--- src/rtl/cpu_pkg.sv ---
// Shared CPU front-end definitions: next-PC select codes, fetch FSM states, instruction field positions.
package cpu_pkg;

    localparam int unsigned XLEN = 32;

    localparam logic [1:0] PCS_SEQ  = 2'b00;
    localparam logic [1:0] PCS_RSEQ = 2'b01;
    localparam logic [1:0] PCS_BR   = 2'b10;
    localparam logic [1:0] PCS_J    = 2'b11;

    localparam int unsigned OPA_HI    = 31;
    localparam int unsigned OPA_LO    = 26;
    localparam int unsigned FUNC_HI   = 5;
    localparam int unsigned FUNC_LO   = 0;
    localparam int unsigned IMM_HI    = 15;
    localparam int unsigned IMM_LO    = 0;
    localparam int unsigned TARGET_HI = 25;
    localparam int unsigned TARGET_LO = 0;

    // S_IDLE is the single post-reset cycle before the first fetch request.
    typedef enum logic [2:0] {
        S_IDLE,
        S_FETCH,
        S_WAIT,
        S_ISSUE,
        S_HALTED
    } fetch_state_e;

endpackage

--- src/rtl/next_pc_calc.sv ---
// Combinational next-PC selection: sequential, PC-relative branch, or region-local jump.
module next_pc_calc
    import cpu_pkg::*;
(
    input  logic [XLEN-1:0] pc,
    input  logic [XLEN-1:0] instr,
    input  logic [1:0]      pcs,
    output logic [XLEN-1:0] next_pc
);

    logic [XLEN-1:0] seq;
    logic [XLEN-1:0] br_off;

    assign seq    = pc + 32'd4;
    assign br_off = {{14{instr[IMM_HI]}}, instr[IMM_HI:IMM_LO], 2'b00};

    always_comb begin
        next_pc = seq;
        case (pcs)
            PCS_SEQ, PCS_RSEQ: next_pc = seq;
            PCS_BR:            next_pc = seq + br_off;
            PCS_J:             next_pc = {seq[31:28], instr[TARGET_HI:TARGET_LO], 2'b00};
            default:           next_pc = seq;
        endcase
    end

endmodule

--- src/rtl/instr_fetch_unit.sv ---
// CPU front end: owns the PC, fetches over a req/ack handshake, holds the instruction
// until execution retires it, and counts retired instructions.
module instr_fetch_unit
    import cpu_pkg::*;
#(
    parameter logic [31:0] RESET_PC = 32'h0000_0000,
    parameter int unsigned RETIRE_W = 16
) (
    input  logic                clk,
    input  logic                rst,
    output logic                imem_req,
    output logic [31:0]         imem_addr,
    input  logic                imem_ack,
    input  logic [31:0]         imem_rdata,
    output logic [31:0]         instr,
    output logic [5:0]          opa,
    output logic [5:0]          func,
    output logic                instr_valid,
    input  logic                exec_done,
    input  logic [1:0]          pcs,
    input  logic                halt,
    output logic [31:0]         pc,
    output logic [RETIRE_W-1:0] retired
);

    fetch_state_e        state;
    fetch_state_e        state_nxt;
    logic [31:0]         pc_nxt;
    logic [31:0]         instr_nxt;
    logic [RETIRE_W-1:0] retired_nxt;
    logic [31:0]         next_pc;

    next_pc_calc u_next_pc (
        .pc      (pc),
        .instr   (instr),
        .pcs     (pcs),
        .next_pc (next_pc)
    );

    assign opa  = instr[OPA_HI:OPA_LO];
    assign func = instr[FUNC_HI:FUNC_LO];

    // Next-state and datapath update; exec_done only matters while a word is issued.
    always_comb begin
        state_nxt   = state;
        pc_nxt      = pc;
        instr_nxt   = instr;
        retired_nxt = retired;
        case (state)
            S_IDLE: state_nxt = S_FETCH;
            S_FETCH, S_WAIT: begin
                if (imem_ack) begin
                    instr_nxt = imem_rdata;
                    state_nxt = S_ISSUE;
                end else begin
                    state_nxt = S_WAIT;
                end
            end
            S_ISSUE: begin
                if (exec_done) begin
                    pc_nxt      = next_pc;
                    retired_nxt = retired + RETIRE_W'(1);
                    state_nxt   = halt ? S_HALTED : S_FETCH;
                end
            end
            S_HALTED: state_nxt = S_HALTED;
            default:  state_nxt = S_IDLE;
        endcase
    end

    // Outputs are registered from the next state so they line up with the state they describe.
    always_ff @(posedge clk) begin
        if (rst) begin
            state       <= S_IDLE;
            pc          <= RESET_PC;
            instr       <= '0;
            retired     <= '0;
            imem_req    <= 1'b0;
            imem_addr   <= RESET_PC;
            instr_valid <= 1'b0;
        end else begin
            state       <= state_nxt;
            pc          <= pc_nxt;
            instr       <= instr_nxt;
            retired     <= retired_nxt;
            imem_req    <= (state_nxt == S_FETCH) || (state_nxt == S_WAIT);
            imem_addr   <= pc_nxt;
            instr_valid <= (state_nxt == S_ISSUE);
        end
    end

endmodule
--- config.mk ---
export PLATFORM = sky130hd
export DESIGN_NAME = instr_fetch_unit
export DESIGN_NICKNAME = d
export VERILOG_FILES = /design/src/rtl/cpu_pkg.sv /design/src/rtl/next_pc_calc.sv /design/src/rtl/instr_fetch_unit.sv
export SDC_FILE = /design/constraint.sdc
export NUM_CORES = 1
export LEC_CHECK = 0
export ABC_AREA = 1
export BUFFER_PORTS_ARGS = -buffer_cell sky130_fd_sc_hd__buf_2
export CORE_MARGIN = 2
export CORE_UTILIZATION = 43
export CTS_CLUSTER_DIAMETER = 200
export DETAILED_ROUTE_END_ITERATION = 10
export PLACE_DENSITY = 0.67
export SYNTH_ARGS = -nofsm -noshare
export SYNTH_HDL_FRONTEND = slang
export SYNTH_SLANG_ARGS = --single-unit
--- constraint.sdc ---
create_clock -name clk -period 5.2 [get_ports clk]
set_input_delay 0 -clock clk [delete_from_list [all_inputs] [get_ports clk]]
set_output_delay 0 -clock clk [all_outputs]
set_load 0.1 [all_outputs]
* After elaboration in Yosys (flattened, before gate mapping) *
Index checks and enable logic that the tools add are counted.

storage, ports and cells
  ROM bits = 0
  bits in registers = 85
  memory bits (writable) = 0
  memories = 0
  bits in latches = 0

cells by class
  div/mod/pow operators = 0
  magnitude comparators = 0
  bitwise logic cells = 0
  multiply operators = 0
  shifts and indexed selects = 0
  multiplexer cells = 5
  $add $sub $neg = 3
  reduce and logical (&&, ||, !) cells = 7
  equality and inequality tests = 10

operator list
  operator                                        count
  one-hot mux 32 bit (3 select lines)             1
  adder 32 x 3 -> 32 bit (second input constant)  1
  adder 32 bit                                    1
  adder 16 x 1 -> 16 bit (second input constant)  1
  == test 3 x 2 -> 1 bit (second input constant)  4
  one-hot mux 3 bit (4 select lines)              1
  == test 3 x 1 -> 1 bit (second input constant)  2
  two-way mux 3 bit                               2
  == test 2 bit (second input constant)           2
  AND reduction 2 bit                             2
  OR reduction 2 bit                              2
  == test 3 bit (second input constant)           1
  logical NOT 3 bit                               1
  == test 2 x 1 -> 1 bit (second input constant)  1
  logical NOT 2 bit                               1
  logical OR 1 bit                                1
  two-way mux 1 bit                               1

* Depth between registers and ports, before layout *
Gate-level depths: netlist of run 1.

  depth in word-level cells = 5
  mapped depth = 22
  mapped depth without buffers = 22

* Cells and area by module *
From an unflattened synthesis of run 1, not the netlist that was laid out.

second synthesis, totals
  cell total of the unflattened synthesis = 1216
  area total of the unflattened synthesis = 7233.2 µm²

modules (own cells, without submodules)
  module            sequential area each (µm²)  instances  cells an instance  area each (µm²)
  next_pc_calc      0.0                         1          749                3674.8
  instr_fetch_unit  1701.6                      1          467                3558.4

* Least setup slack after synthesis of run 1 *
No wires, ideal clock.

  kind = reg2reg
  from = register pc[2]
  to = register pc[23]
  data required time = 5078 ps
  library setup time = 122 ps
  period minus slack after synthesis = 3681 ps
  arrival = 3558 ps
  buffers on the path = 0
  setup slack = 1519 ps
  stages on the path, launching flop included = 20
  path through = dfxtp_1 ha_1 nand2_2 nor2_4 nand3_2 nor2_4 nand3_4 inv_1 nand4_1 and2_1 ha_1 nand2_1 nand2_1 a21oi_1 nand2_1 inv_1 nand2_1 or2_2 nand2_1 a21oi_1

between the ends
  longest elaborated chain between the ends = 3

ends and longest elaborated chain
  what                                     line                    text
  start: declaration                       instr_fetch_unit.sv:22  output logic [31:0] pc,
  start signal: assignment                 instr_fetch_unit.sv:83  pc <= pc_nxt;
  adder 32 x 3 -> 32 bit (*)               next_pc_calc.sv:14      assign seq = pc + 32'd4;
  adder 32 bit                             next_pc_calc.sv:21      PCS_BR: next_pc = seq + br_off;
  one-hot mux 32 bit (3 select lines) (*)  next_pc_calc.sv:19      case (pcs)

Every way passes the cells marked *; elsewhere a longest branch is shown, timed or not.
A chain may end at the register's enable or synchronous reset.

* Worst setup path in the final report of run 1 *
  from = register pc[2]
  to = register pc[20]

The elaborated chain is that of the path after synthesis.

==> results, run 1 <==
- In the synthesized netlist the dominant register cell turns out to be sky130_fd_sc_hd__dfxtp_1.
- For the worst-skew pair, the clock arrives at the later sink with an insertion delay of 0.35 ns.
- The synthesized netlist occupies a cell area of 6691 sq um.
- Across the VDD grid, the largest voltage drop is 0.0002314 V.
- For this run, the share of the core covered by cells in the final layout is 0.5214.
- The share of the synthesized area in compound gates (AO/OA/AOI/OAI) was 0.1754.
- Grouping stages by cell kind, the critical path spends the most delay in simple AND/OR/NAND/NOR gates.
- The count of warnings emitted by yosys is 0.
- The iteration-0 DRC count of the detailed router is 607.
- The kind of start point of the critical path is a flop.
- The count of flip-flops with a built-in enable after synthesis is 0.
- The most used cell along the critical path is sky130_fd_sc_hd__nand3_1.
- The relative slew slack is 0.2600.
- The synthesized-area fraction occupied by and/or/nand/nor cells is 0.3405.
- The total DRC errors in the routed layout is 0.
- The placeable core area is 15200 sq um.
- The final max-slew violation count is 0.
- Routability-driven placement finished with a final weighted congestion of 0.9949.
- The overall overflow remaining after global route is 0.
- In this run the vertical extent of the chip is 128.7 um.
- The tool flagged a number of max-cap violations equal to 0.
- In this run the static leakage power is 0.004055 uW.
- The cell taking the most area after synthesis is sky130_fd_sc_hd__dfxtp_1.
- After synthesis, the largest family of logic cells by area is simple AND/OR/NAND/NOR gates.
- The average footprint of a synthesized cell is 6.201 sq um.
- Pin placement for this block handled 165 I/O pins.
- Of the post-synthesis cell area, the dominant cell type holds 0.2483.
- For this run, the slowest stage of the critical path takes 0.51 ns.
- The total vias in the final route is 7418.
- In the layout the commonest cells are sky130_fd_sc_hd__nand2_1, sky130_fd_sc_hd__buf_2, sky130_fd_sc_hd__nor2_1.
- The netlist uses 45 different library cells.
- The number of antenna diodes is 0.
- Before antenna repair, the detailed router went through 6 iterations.
- The total count of hold-check failures in the final report is 0.
- The worst setup path is of the flop to flop kind.
- For this block, the routed nets add up to 22.21 mm of wire.
- The effective utilization at floorplan is 0.4402.
- The final count of negative-setup-slack endpoints is 0.
- The number of port buffers is 160.
- Setup repair after global routing left no endpoint under its margin.
- The clock tree from TritonCTS is built.
- The completed layout was analyzed and its total power is 2165 uW.
- Traced cell by cell, the critical path runs through ha_1 -> nand2_2 -> nor2_4 -> nand3_2 -> nor2_1 -> xor2_1 -> ha_1 -> nand2_1 -> inv_1 -> a21oi_1 -> nand3_1 -> nand3_1 -> nand3_1 -> nand2_1 -> nand3_1 -> a31oi_1.
- Yosys attributes the largest share of cell area to sky130_fd_sc_hd__dfxtp_1, sky130_fd_sc_hd__nand2_1, sky130_fd_sc_hd__nor2_1.
- The HPWL after detailed placement is 16.78 mm.
- The routed via count divided by cell count is 5.265.
- In the final layout, the share of cells above drive strength 1 is 0.1810.
- In the synthesized netlist the async set-or-reset flop fraction comes to 0.
- Row generation in the floorplan step produced 45 rows.
- On the final layout, the worst clock skew is 0.01273 ns.
- Clock-pin slew was measured on the worst setup and hold paths at 0.07 ns.
- The total power divided by cell area is 273.1 nW/um^2.
- The actual slew at the worst max-slew pin is 1.110 ns.
- The min-delay analysis places its worst path in the category input pin to flop.
- CTS placed an instance of sky130_fd_sc_hd__clkbuf_16 at the clock tree root.
- The number of clock buffers added by TritonCTS is 9.
- The number of antenna violations at the first check in global routing is 0.
- The pin count of the biggest net entering global routing is 73.
- Of the post-synthesis cell area, the part taken by muxes is 0.
- The time the final worst path needs with I/O delays and setup is 3.442 ns.
- Along the worst path, the maximum fanout reaches 8.
- The parity-gate share of the synthesized area counting xor and xnor cells is 0.02842.
- The floorplan step set the die width to 128.7 um.
- The wire length of the first global-routing pass is 34.78 mm.
- The via count of the first global-routing pass is 6683.
- The run finished with clean final reports.
- The post-CTS setup repair buffer count is 0.
- The type of element capturing the critical path is a flop.
- The period utilization is 0.6620.
- The detail route stage leaves a number of antenna-violating nets equal to 0.
- The cell area after layout is 7926 sq um.
- The global-route total usage across every layer is 0.2669.
- Synthesis produced a netlist whose cell count is 1079.
- The relative area change from synthesis to final layout is 18.46%.
- The area of placed instances is 7301 sq um.
- Clock tree synthesis found a total of 83 sinks.
- The synthesized flop and latch total is 83.
- Among all stages on the critical path, the largest delay is contributed by sky130_fd_sc_hd__dfxtp_1.
- The post-detailed-route wirelength per cell is 15.77 um.
- For this run, the register share of the synthesized area comes to 0.2483.
- STA puts the critical path data required time at 5.48 ns.
- The library cell used most frequently in the layout, excluding fill and tap cells, is sky130_fd_sc_hd__nand2_1.
- The H-tree depth is 3.
- The post-layout worst setup margin is 1.758 ns.
- The combined buffer and inverter count along the critical path is 1.
- The total negative slack for setup checks is 0 ns.
- For the worst setup path, the data arrival time is 3.72 ns.
- The adder and majority gate portion of the synthesized area is 0.06844.
- The pre-CTS worst setup slack is 1.835 ns.
- The number of nets in the layout is 1291.
- Based on the critical path, the design can be clocked at up to 290.5 MHz.
- The maximum buffer depth of the clock tree is 2.
- The floorplan die area is 16580 sq um.
==> path summary, 6_finish.rpt <==
kind	from	to	slack [ns]	cells after the start
worst max-delay path	pc[2]$_SDFFE_PP0P_	pc[20]$_SDFFE_PP0P_	1.76	16
worst min-delay path	exec_done	state[1]$_SDFF_PP0_	0.03	4
worst max register to register	pc[2]$_SDFFE_PP0P_	pc[20]$_SDFFE_PP0P_	1.76	16
worst min register to register	retired[15]$_SDFFE_PP0P_	retired[15]$_SDFFE_PP0P_	0.47	2
==> layer usage <==
layer  track usage  part of all wire
met1        0.3643              0.45
met2        0.4236              0.44
met3       0.04366             0.077
met4        0.1023             0.032
met5             0                 0
==> layout make-up <==
type / instances / area [sq um]
clock buffer: 10 / 239.0
clock inverter: 6 / 46.29
fill: 1576 / 7276
inverter: 128 / 480.5
multi-input combinational: 799 / 4115
sequential: 83 / 1662
tap: 188 / 235.2
timing repair buffer: 195 / 1149
==> registers in the layout, summed over array words and instances (netlist names) <==
signal       cells
retired         16
instr_valid      1
state            3
instr           32
pc              30
imem_req         1
==> logic make-up (layout without fill, tap and decap cells) <==
kind of cell / count (synthesis) / in the layout
AO/OA/AOI/OAI: 219 / 219
AND/OR/NAND/NOR: 520 / 520
flip-flops: 83 / 83
XOR/XNOR: 20 / 20
buffers and inverters: 200 / 339
other: 1 / 4
adder cells (fa/ha/maj): 36 / 36
==> worst reg2reg max path: cells and delay by family (launching register included) <==
kind,cells,cell delay [ns]
fa+ha+maj,2,0.58
simple gates,10,1.55
buf+inv,1,0.06
compound gates,2,0.44
flops,1,0.51
xor+xnor,1,0.24
==> power breakdown <==
part | switching [uW] | leakage (uW) | internal, uW | total (uW)
logic | 641 | 0.00324 | 150 | 792
registers | 62.0 | 0.000677 | 677 | 739
clock network | 293 | 0.000136 | 341 | 635
==> cell usage after synthesis, types with 2 or more instances <==
master                     count
sky130_fd_sc_hd__buf_2         2
sky130_fd_sc_hd__or2_2         5
sky130_fd_sc_hd__a21o_1        3
sky130_fd_sc_hd__nand4_1      11
sky130_fd_sc_hd__nor2_4        6
sky130_fd_sc_hd__inv_1       125
sky130_fd_sc_hd__o21a_1        2
sky130_fd_sc_hd__o21ai_0      90
sky130_fd_sc_hd__nor3_1       16
sky130_fd_sc_hd__a21oi_2       2
sky130_fd_sc_hd__xor2_1       16
sky130_fd_sc_hd__nand3b_1      5
sky130_fd_sc_hd__clkbuf_1     24
sky130_fd_sc_hd__and2_1        2
sky130_fd_sc_hd__nand3_1      58
sky130_fd_sc_hd__a21oi_1      92
sky130_fd_sc_hd__nand2_2       7
sky130_fd_sc_hd__xnor2_2       2
sky130_fd_sc_hd__inv_2         2
sky130_fd_sc_hd__nand2_1     250
sky130_fd_sc_hd__buf_4        46
sky130_fd_sc_hd__nor2_1      142
sky130_fd_sc_hd__nand3_2       4
sky130_fd_sc_hd__o21bai_1      8
sky130_fd_sc_hd__nor2_2        7
sky130_fd_sc_hd__a31oi_1      15
sky130_fd_sc_hd__xnor2_1       2
sky130_fd_sc_hd__dfxtp_1      83
sky130_fd_sc_hd__nand3_4       2
sky130_fd_sc_hd__ha_1         35
==> through the flow <==
step / cells / hold WS [ns]
6_report: 1409 / 0.02939
5_1_grt: 1409 / 0.05325
4_1_cts: 1409 / 0.01473
3_5_place_dp: 1359 / 0.2571
3_3_place_gp: 1359 / 0.2465
2_1_floorplan: 1082 / 0.1546
==> timing repair <==
action / in CTS / in global routing
gates resized for setup: 0 / 0
hold buffers: 34 / 0
hold endpoints to repair: 37 / 0
Power figures use the tool's default switching activity.
==> inputs of run 2 (changes only) <==
--- a/config.mk
+++ b/config.mk
@@ -11,7 +11,7 @@
 export CORE_UTILIZATION = 43
 export CTS_CLUSTER_DIAMETER = 200
 export DETAILED_ROUTE_END_ITERATION = 10
-export PLACE_DENSITY = 0.67
+export PLACE_DENSITY = 0.69
 export SYNTH_ARGS = -nofsm -noshare
 export SYNTH_HDL_FRONTEND = slang
 export SYNTH_SLANG_ARGS = --single-unit
==> constraint.sdc (replaced) <==
create_clock -name clk -period 3.01 [get_ports clk]
set_input_delay 0 -clock clk [delete_from_list [all_inputs] [get_ports clk]]
set_output_delay 0 -clock clk [all_outputs]
set_load 0.1 [all_outputs]
==> run 2 against run 1 <==
Effect of this change: hold slack better by 0.012 ns; maximum frequency grew 17%; routed wire length increased by 4.6%; clock skew is 0.0063 ns lower; via count is 5.1% higher; setup slack worse by 1.7 ns; first-iteration DRC count is 7.6% lower; critical endpoint is now pc[15]$_SDFFE_PP0P_; combinational power rose by 89%; sequential share of layout area is 1.7 points lower; total power grew 81%; critical path depth grew 1.
==> results, run 2 (synthesized netlist as in run 1, its figures left out) <==
- The clock network latency to the later pin of the worst-skew pair is 0.34 ns (about the same).
- The endpoint of the most critical setup path is pc[15]$_SDFFE_PP0P_.
- The number of port buffers was 160 (unchanged).
- The highest net fanout along the worst path is 7 (-1).
- The critical path arrival was 3.16 ns (-0.56 ns).
- The total count of hold-check failures in the final report was 0 (unchanged).
- The most frequent standard cell in the layout excluding fill and tap cells is sky130_fd_sc_hd__nand2_1.
- The pin count of the biggest net entering global routing came to 73 (unchanged).
- The met3 capacity usage during global routing is 0.04449 (+0.0008316).
- Setup repair after global routing could not meet its margin everywhere.
- The effective utilization at floorplan came to 0.4402 (unchanged).
- The highest clock frequency the design can meet is 339.6 MHz (+17%).
- The final max-slew violation count came to 0 (unchanged).
- The wire length of the first global-routing pass is 35.60 mm (+2.4%).
- The detailed-routing iteration count for the pre-antenna-repair pass is 5 (-1).
- The routed via count divided by cell count came to 5.323 (+1.1%).
- The total power divided by cell area is 442.0 nW/um^2 (+62%).
- The worst setup path is launched from a flop.
- The number of nets still failing antenna checks after routing came to 0 (unchanged).
- The number of buffers inserted during clock tree synthesis is 9 (unchanged).
- The placeable core area is 15200 sq um (unchanged).
- The met1 routing resource usage after global routing is 0.3638 (-0.0005572).
- The critical path is of the flop to flop type.
- The top-level I/O count is 165 (unchanged).
- The flow ran to the end, and the final reports show no timing, DRC or antenna violations.
- The total routed wirelength came to 23.23 mm (+4.6%).
- The static leakage is 0.004412 uW (+8.8%).
- The number of antenna violations at the first check in global routing is 0 (unchanged).
- The relative slew slack came to 0.2791 (+0.01908).
- The class of the tightest hold or removal check is input pin to flop.
- The width of the chip is 128.7 um (unchanged).
- The combinational cell fraction of total power was 0.383 (+0.017).
- The time the final worst path needs with I/O delays and setup is 2.945 ns (-0.4977 ns).
- Tracing the worst setup path back leads to its startpoint at pc[2]$_SDFFE_PP0P_.
- The H-tree depth is 3 (unchanged).
- The number of nets in the layout is 1347 (+4.3%).
- The number of flip-flops in the largest register is 32 (unchanged).
- The sequential fraction of design power came to 0.320 (-0.021).
- The end-of-flow core utilization came to 0.5828 (+0.06140).
- The via count of the first global-routing pass came to 7010 (+4.9%).
- The die outline height is 128.7 um (unchanged).
- The capturing point of the worst reg2reg path is pc[15]$_SDFFE_PP0P_.
- The maximum buffer depth of the clock tree is 2 (unchanged).
- The worst clock skew is 0.006408 ns (-0.006326 ns).
- The worst reg2reg path depth is 17 (+1).
- The half-perimeter wire length after placement came to 17.15 mm (+2.2%).
- The register-to-register path setup slack was 0.07 ns (-1.69 ns).
- The number of antenna diodes came to 0 (unchanged).
- The iteration-0 DRC count of the detailed router came to 561 (-7.6%).
- The number of rows in the core area came to 45 (unchanged).
- The total vias in the final route is 7798 (+5.1%).
- The post-route total power is 3916 uW (+81%).
- The largest registers in the layout are instr: 32 flops, pc: 30 flops, retired: 16 flops.
- The global-route total usage across every layer is 0.2702 (+0.003268).
- After global routing, the most crowded layer is met2.
- The clock tree from TritonCTS is built.
- The type of element capturing the critical path is a flop.
- The floorplan die area is 16580 sq um (unchanged).
- Compared with the post-synthesis result, the final layout area differs by 32.40%.
- The final weighted congestion in routability-driven placement is 1.027 (+3.3%).
- The worst voltage drop across the vdd grid is 0.0004282 V (+85%).
- The final count of negative-setup-slack endpoints is 0 (unchanged).
- The post-detailed-route wirelength per cell is 15.85 um (+0.56%).
- The net switching fraction of the power is 0.4417 (-0.01856).
- The number of clock sinks came to 83 (unchanged).
- The required time of the critical path is 3.22 ns (-2.26 ns).
- The root buffer cell chosen for the clock tree is sky130_fd_sc_hd__clkbuf_16.
- The largest register by flop count is instr.
- The total DRC errors in the routed layout is 0 (unchanged).
- The actual slew at the worst max-slew pin is 1.080 ns (-0.03019 ns).
- The fraction of met2 tracks used by global routing was 0.4382 (+0.01463).
- The clock slew at the register clock pins of the worst setup and hold paths is 0.07 ns (about the same).
- Leaving out fill and tap cells, the most frequent cells in the layout are sky130_fd_sc_hd__nand2_1, sky130_fd_sc_hd__buf_2, sky130_fd_sc_hd__inv_1.
- The power spent charging and discharging nets was 1730 uW (+74%).
- The cell-internal power was 2186 uW (+87%).
- The fraction of final layout cells sized beyond drive strength 1 is 0.2991 (+0.1181).
- The clock power share is 0.297 (+0.004).
- The period utilization is 0.9783 (+0.3163).
- The worst register-to-register path begins at pc[2]$_SDFFE_PP0P_.
- The overall overflow remaining after global route was 0 (unchanged).
- The count of max-cap constraint violations is 0 (unchanged).
run 2: timing repair:
action                     4_1_cts  5_1_grt
setup endpoints to repair        4       18
pin swaps                        1       18
resized for setup                0      100
hold buffers                    34        0
hold endpoints to repair        35        0
buffers inserted                 2        5
run 2: final cells by class:
class | count | area, sq um
multi-input combinational | 799 | 4556
tap | 188 | 235.2
inverter | 128 | 480.5
fill | 1450 | 6342
clock buffer | 11 | 252.7
clock inverter | 5 | 60.06
timing repair buffer | 251 | 1573
sequential | 83 | 1703
run 2: how the worst min path moves through the flow:
stage	from	end	depth (start not counted)
2_1_floorplan	rst	pc[22]$_SDFFE_PP0P_	2
3_3_place_gp	imem_rdata[31]	instr[31]$_SDFFE_PP0P_	3
3_5_place_dp	imem_rdata[31]	instr[31]$_SDFFE_PP0P_	3
4_1_cts	exec_done	state[1]$_SDFF_PP0_	4
5_1_grt	exec_done	state[1]$_SDFF_PP0_	4
6_report	exec_done	state[1]$_SDFF_PP0_	4
run 2: metal layers:
metal | wire length, um | share of wire
met4 | 752 | 0.032
met3 | 1829 | 0.079
met5 | 0 | 0
met1 | 10040 | 0.43
met2 | 10610 | 0.46
run 2: metrics by stage:
stage / setup TNS [ns] / instance area (sq um) / instances / hold WS [ns] / setup slack, ns
2_1_floorplan: 0 / 6739 / 1082 / 0.1472 / 0.003806
3_3_place_gp: 0 / 7705 / 1408 / 0.2491 / 0.02553
3_5_place_dp: -0.01364 / 7705 / 1408 / 0.2588 / -0.01064
4_1_cts: 0 / 8373 / 1460 / 0.03359 / 0.03112
5_1_grt: -0.4664 / 8860 / 1465 / 0.08674 / -0.07287
6_report: 0 / 8860 / 1465 / 0.04160 / 0.06530
run 2: power by group through the flow:
stage,Combinational [uW],Sequential [uW],Clock (uW)
finish,1500,1250,1160
global route,1580,1260,1230
CTS,1420,1250,1170
detailed placement,1380,1270,0
global placement,1380,1270,0
floorplan,669,1750,0
run 2: critical path, cell delays in order, from the launching register on:
cell	delay (ns)
sky130_fd_sc_hd__dfxtp_4	0.36
sky130_fd_sc_hd__buf_4	0.17
sky130_fd_sc_hd__inv_1	0.10
sky130_fd_sc_hd__nor2_2	0.17
sky130_fd_sc_hd__nand3_2	0.15
sky130_fd_sc_hd__xor2_1	0.22
sky130_fd_sc_hd__inv_1	0.11
sky130_fd_sc_hd__ha_1	0.37
sky130_fd_sc_hd__nand2_2	0.14
sky130_fd_sc_hd__inv_1	0.06
sky130_fd_sc_hd__nand2_2	0.06
sky130_fd_sc_hd__nand2_2	0.06
sky130_fd_sc_hd__a21oi_2	0.12
sky130_fd_sc_hd__nand2_2	0.12
sky130_fd_sc_hd__buf_4	0.16
sky130_fd_sc_hd__or2_2	0.27
sky130_fd_sc_hd__nand3_1	0.08
sky130_fd_sc_hd__a31oi_2	0.10
==> inputs of run 3 (changes only) <==
--- a/config.mk
+++ b/config.mk
@@ -11,7 +11,7 @@
 export CORE_UTILIZATION = 43
 export CTS_CLUSTER_DIAMETER = 200
 export DETAILED_ROUTE_END_ITERATION = 10
-export PLACE_DENSITY = 0.69
+export PLACE_DENSITY = 0.67
 export SYNTH_ARGS = -nofsm -noshare
 export SYNTH_HDL_FRONTEND = slang
 export SYNTH_SLANG_ARGS = --single-unit
==> constraint.sdc (replaced) <==
create_clock -name clk -period 3.6 [get_ports clk]
set_input_delay 0 -clock clk [delete_from_list [all_inputs] [get_ports clk]]
set_output_delay 0 -clock clk [all_outputs]
set_load 0.1 [all_outputs]
==> run 3 against run 2 <==
Effect of this change: hold slack got worse by 0.024 ns; combinational power decreased by 22%; clock power decreased by 17%; routed wire length decreased by 2.5%; die area unchanged; first-iteration DRC count increased by 23%; final cell count decreased by 2.9%; count of clock-buffer cells in the layout decreased by 2; maximum frequency decreased by 10%; non-clock buffer count decreased by 43; critical path depth unchanged; core utilization decreased by 5.4 points; highest routed layer unchanged.
==> results, run 3 (synthesized netlist as in run 1, its figures left out) <==
- The run finished with clean final reports.
- From synthesis to final layout, the design area changed by 20.18%.
- The highest net fanout along the worst path came to 8 (+1).
- TritonCTS built the clock tree.
- The kind of start point of the critical path is a flop.
- The final max-slew violation count came to 0 (unchanged).
- The number of cells on the critical path came to 17 (unchanged).
- The H-tree depth is 3 (unchanged).
- The relative slew slack is 0.2613 (-0.01786).
- The global-route total usage across every layer is 0.2753 (+0.005155).
- The wire length of the first global-routing pass is 35.87 mm (+0.74%).
- The worst hold path belongs to the class input pin to flop.
- The fraction of final layout cells sized beyond drive strength 1 is 0.1912 (-0.1079).
- The clock network latency to the later pin of the worst-skew pair is 0.35 ns (about the same).
- The worst register-to-register path begins at pc[2]$_SDFFE_PP0P_.
- The number of antenna diodes is 0 (unchanged).
- The actual slew at the worst max-slew pin came to 1.106 ns (+0.02674 ns).
- The number of buffers inserted during clock tree synthesis is 9 (unchanged).
- Leaving out fill and tap cells, the most frequent cells in the layout are sky130_fd_sc_hd__nand2_1, sky130_fd_sc_hd__buf_2, sky130_fd_sc_hd__nor2_1.
- The half-perimeter wire length after placement is 16.96 mm (-1.1%).
- The most frequent standard cell in the layout excluding fill and tap cells is sky130_fd_sc_hd__nand2_1.
- The count of max-cap constraint violations is 0 (unchanged).
- The total routed wirelength is 22.64 mm (-2.5%).
- The iteration-0 DRC count of the detailed router is 692 (+23%).
- The highest clock frequency the design can meet came to 304.2 MHz (-10%).
- The number of antenna violations at the first check in global routing is 0 (unchanged).
- The cell area after layout came to 8041 sq um (-9.2%).
- The total negative slack for setup checks was 0 ns (unchanged).
- Setup repair after global routing left no endpoint under its margin.
- The met2 wire length is 9.977 mm (-5.9%).
- The startpoint of the lowest-slack hold path is exec_done.
- The routed via count divided by cell count is 5.335 (+0.24%).
- The total DRC errors in the routed layout is 0 (unchanged).
- The total vias in the final route is 7587 (-2.7%).
- The effective utilization at floorplan is 0.4402 (unchanged).
- The number of cells on the worst hold path is 4 (unchanged).
- The worst clock skew came to 0.008708 ns (+0.002299 ns).
- The pin count of the biggest net entering global routing was 73 (unchanged).
- The die outline height is 128.7 um (unchanged).
- The post-detailed-route wirelength per cell is 15.92 um (+0.42%).
- The placeable core area came to 15200 sq um (unchanged).
- The total count of hold-check failures in the final report is 0 (unchanged).
- The number of nets still failing antenna checks after routing came to 0 (unchanged).
- The final count of negative-setup-slack endpoints is 0 (unchanged).
- The static leakage is 0.004133 uW (-6.3%).
- In the final layout, the registers with the most flip-flops are instr: 32 flops, pc: 30 flops, retired: 16 flops.
- The number of rows in the core area is 45 (unchanged).
- The cell at the root of the clock tree is sky130_fd_sc_hd__clkbuf_16.
- The total power divided by cell area is 396.5 nW/um^2 (-10%).
- The worst setup path is captured at a flop.
- The number of flip-flops in the largest register came to 32 (unchanged).
- The clock slew at the register clock pins of the worst setup and hold paths is 0.07 ns (about the same).
- The detailed-routing iteration count for the pre-antenna-repair pass is 5 (unchanged).
- The largest individual stage delay along the critical path comes from the cell sky130_fd_sc_hd__dfxtp_2.
- The highest layer touched by signal routing is met4.
- The time the final worst path needs with I/O delays and setup came to 3.287 ns (+0.3421 ns).
- The maximum buffer depth of the clock tree is 2 (unchanged).
- The required time of the critical path is 3.89 ns (+0.67 ns).
- The final weighted congestion in routability-driven placement is 1.027 (about the same).
- The total length of routed met3 wires came to 2.073 mm (+13%).
- The register-to-register path setup slack is 0.31 ns (+0.25 ns).
- The top-level I/O count was 165 (unchanged).
- The worst setup path is of the flop to flop kind.
- For hold timing, the worst endpoint is state[1]$_SDFF_PP0_.
- The largest register by flop count is instr.
- The worst voltage drop across the vdd grid is 0.0004025 V (-6.0%).
- The post-CTS setup repair buffer count is 0 (-2).
- The floorplan die area was 16580 sq um (unchanged).
- The area of placed instances is 7401 sq um (-3.9%).
- The number of clock sinks is 83 (unchanged).
- The combined buffer and inverter count along the critical path is 0 (-5).
- The overall overflow remaining after global route is 0 (unchanged).
- The post-cts sizing count is 0 (unchanged).
- The via count of the first global-routing pass is 6911 (-1.4%).
- The number of port buffers is 160 (unchanged).
- The critical path arrival came to 3.58 ns (+0.42 ns).
- The worst reg2reg path depth is 17 (unchanged).
- The stage delay of the slowest cell on the critical path came to 0.43 ns (+0.06 ns).
- The number of nets in the layout is 1304 (-3.2%).
- The period utilization is 0.9130 (-0.06531).
- The width of the chip is 128.7 um (unchanged).
- The capturing point of the worst reg2reg path is pc[28]$_SDFFE_PP0P_.
- The cell family contributing the most delay on the critical path is simple AND/OR/NAND/NOR gates.
- The routed metal-1 wirelength is 9.950 mm (-0.87%).
- The critical path goes through ha_1 -> nand2_2 -> nor2_4 -> nand3_2 -> nor2_1 -> xor2_1 -> ha_1 -> nand2_1 -> nor2_1 -> nand3_1 -> nand3_1 -> nand2_1 -> nand2_1 -> nand2_1 -> nand3_1 -> nand3_1 -> a21oi_1.
[run 3: cell types whose count changed in the layout (fill, tap and decap cells not counted), moves of 14 or more]
cell,previous run,this run
sky130_fd_sc_hd__nor2_2,23,7
sky130_fd_sc_hd__ha_1,21,35
sky130_fd_sc_hd__nand2_2,24,7
sky130_fd_sc_hd__nor2_1,121,142
sky130_fd_sc_hd__nand2_1,232,250
sky130_fd_sc_hd__dfxtp_2,21,2
sky130_fd_sc_hd__dfxtp_1,58,81
sky130_fd_sc_hd__buf_4,56,14
[run 3: tightest hold or removal path, cell delays in order]
cell and delay [ns]:
sky130_fd_sc_hd__buf_2 0.12, sky130_fd_sc_hd__nand2_1 0.08, sky130_fd_sc_hd__nand2_1 0.09, sky130_fd_sc_hd__nor2_1 0.04
[run 3: timing repair]
item                                   in CTS  in global routing
setup endpoints to repair                   0                  0
endpoints found under the hold margin      39                  0
hold buffers                               34                  0
[run 3: per-layer routing]
metal  up-vias  track usage
met4         0      0.08951
li1       3758            -
met2       344       0.4367
met5         -            0
met3        44      0.05904
met1      3441       0.3737
[run 3: through the flow]
step                      power [uW]    util  worst slack (ns)  instances  hold WS (ns)
after global routing            3304  0.5290           0.09682       1422       0.06465
after detailed placement        2202  0.4868            0.3977       1372        0.2559
final                           3188  0.5290            0.3132       1422       0.01732
after global placement          2199  0.4868            0.4240       1372        0.2485
after CTS                       3192  0.5290            0.3934       1422      0.002308
after floorplan                 2020       -            0.1574       1082        0.1546
[run 3: worst max-delay path by stage]
stage / from / to
3_5_place_dp: pc[2]$_SDFFE_PP0P_ / pc[23]$_SDFFE_PP0P_
5_1_grt: pc[2]$_SDFFE_PP0P_ / pc[29]$_SDFFE_PP0P_
4_1_cts: pc[2]$_SDFFE_PP0P_ / pc[23]$_SDFFE_PP0P_
2_1_floorplan: pc[5]$_SDFFE_PP0P_ / pc[23]$_SDFFE_PP0P_
3_3_place_gp: pc[2]$_SDFFE_PP0P_ / pc[23]$_SDFFE_PP0P_
6_report: pc[2]$_SDFFE_PP0P_ / pc[28]$_SDFFE_PP0P_
[run 3: report_power, final]
| group | switching, uW | internal [uW] | leakage [uW] |
|---|---|---|---|
| clock network | 420 | 543 | 0.000144 |
| registers | 80.8 | 978 | 0.000678 |
| logic | 940 | 226 | 0.00331 |
[run 3: layout make-up]
class | instances | area (sq um)
fill | 1572 | 7161
clock inverter | 7 | 75.07
clock buffer | 9 | 225.2
inverter | 128 | 480.5
timing repair buffer | 208 | 1246
tap | 188 | 235.2
sequential | 83 | 1664
multi-input combinational | 799 | 4115
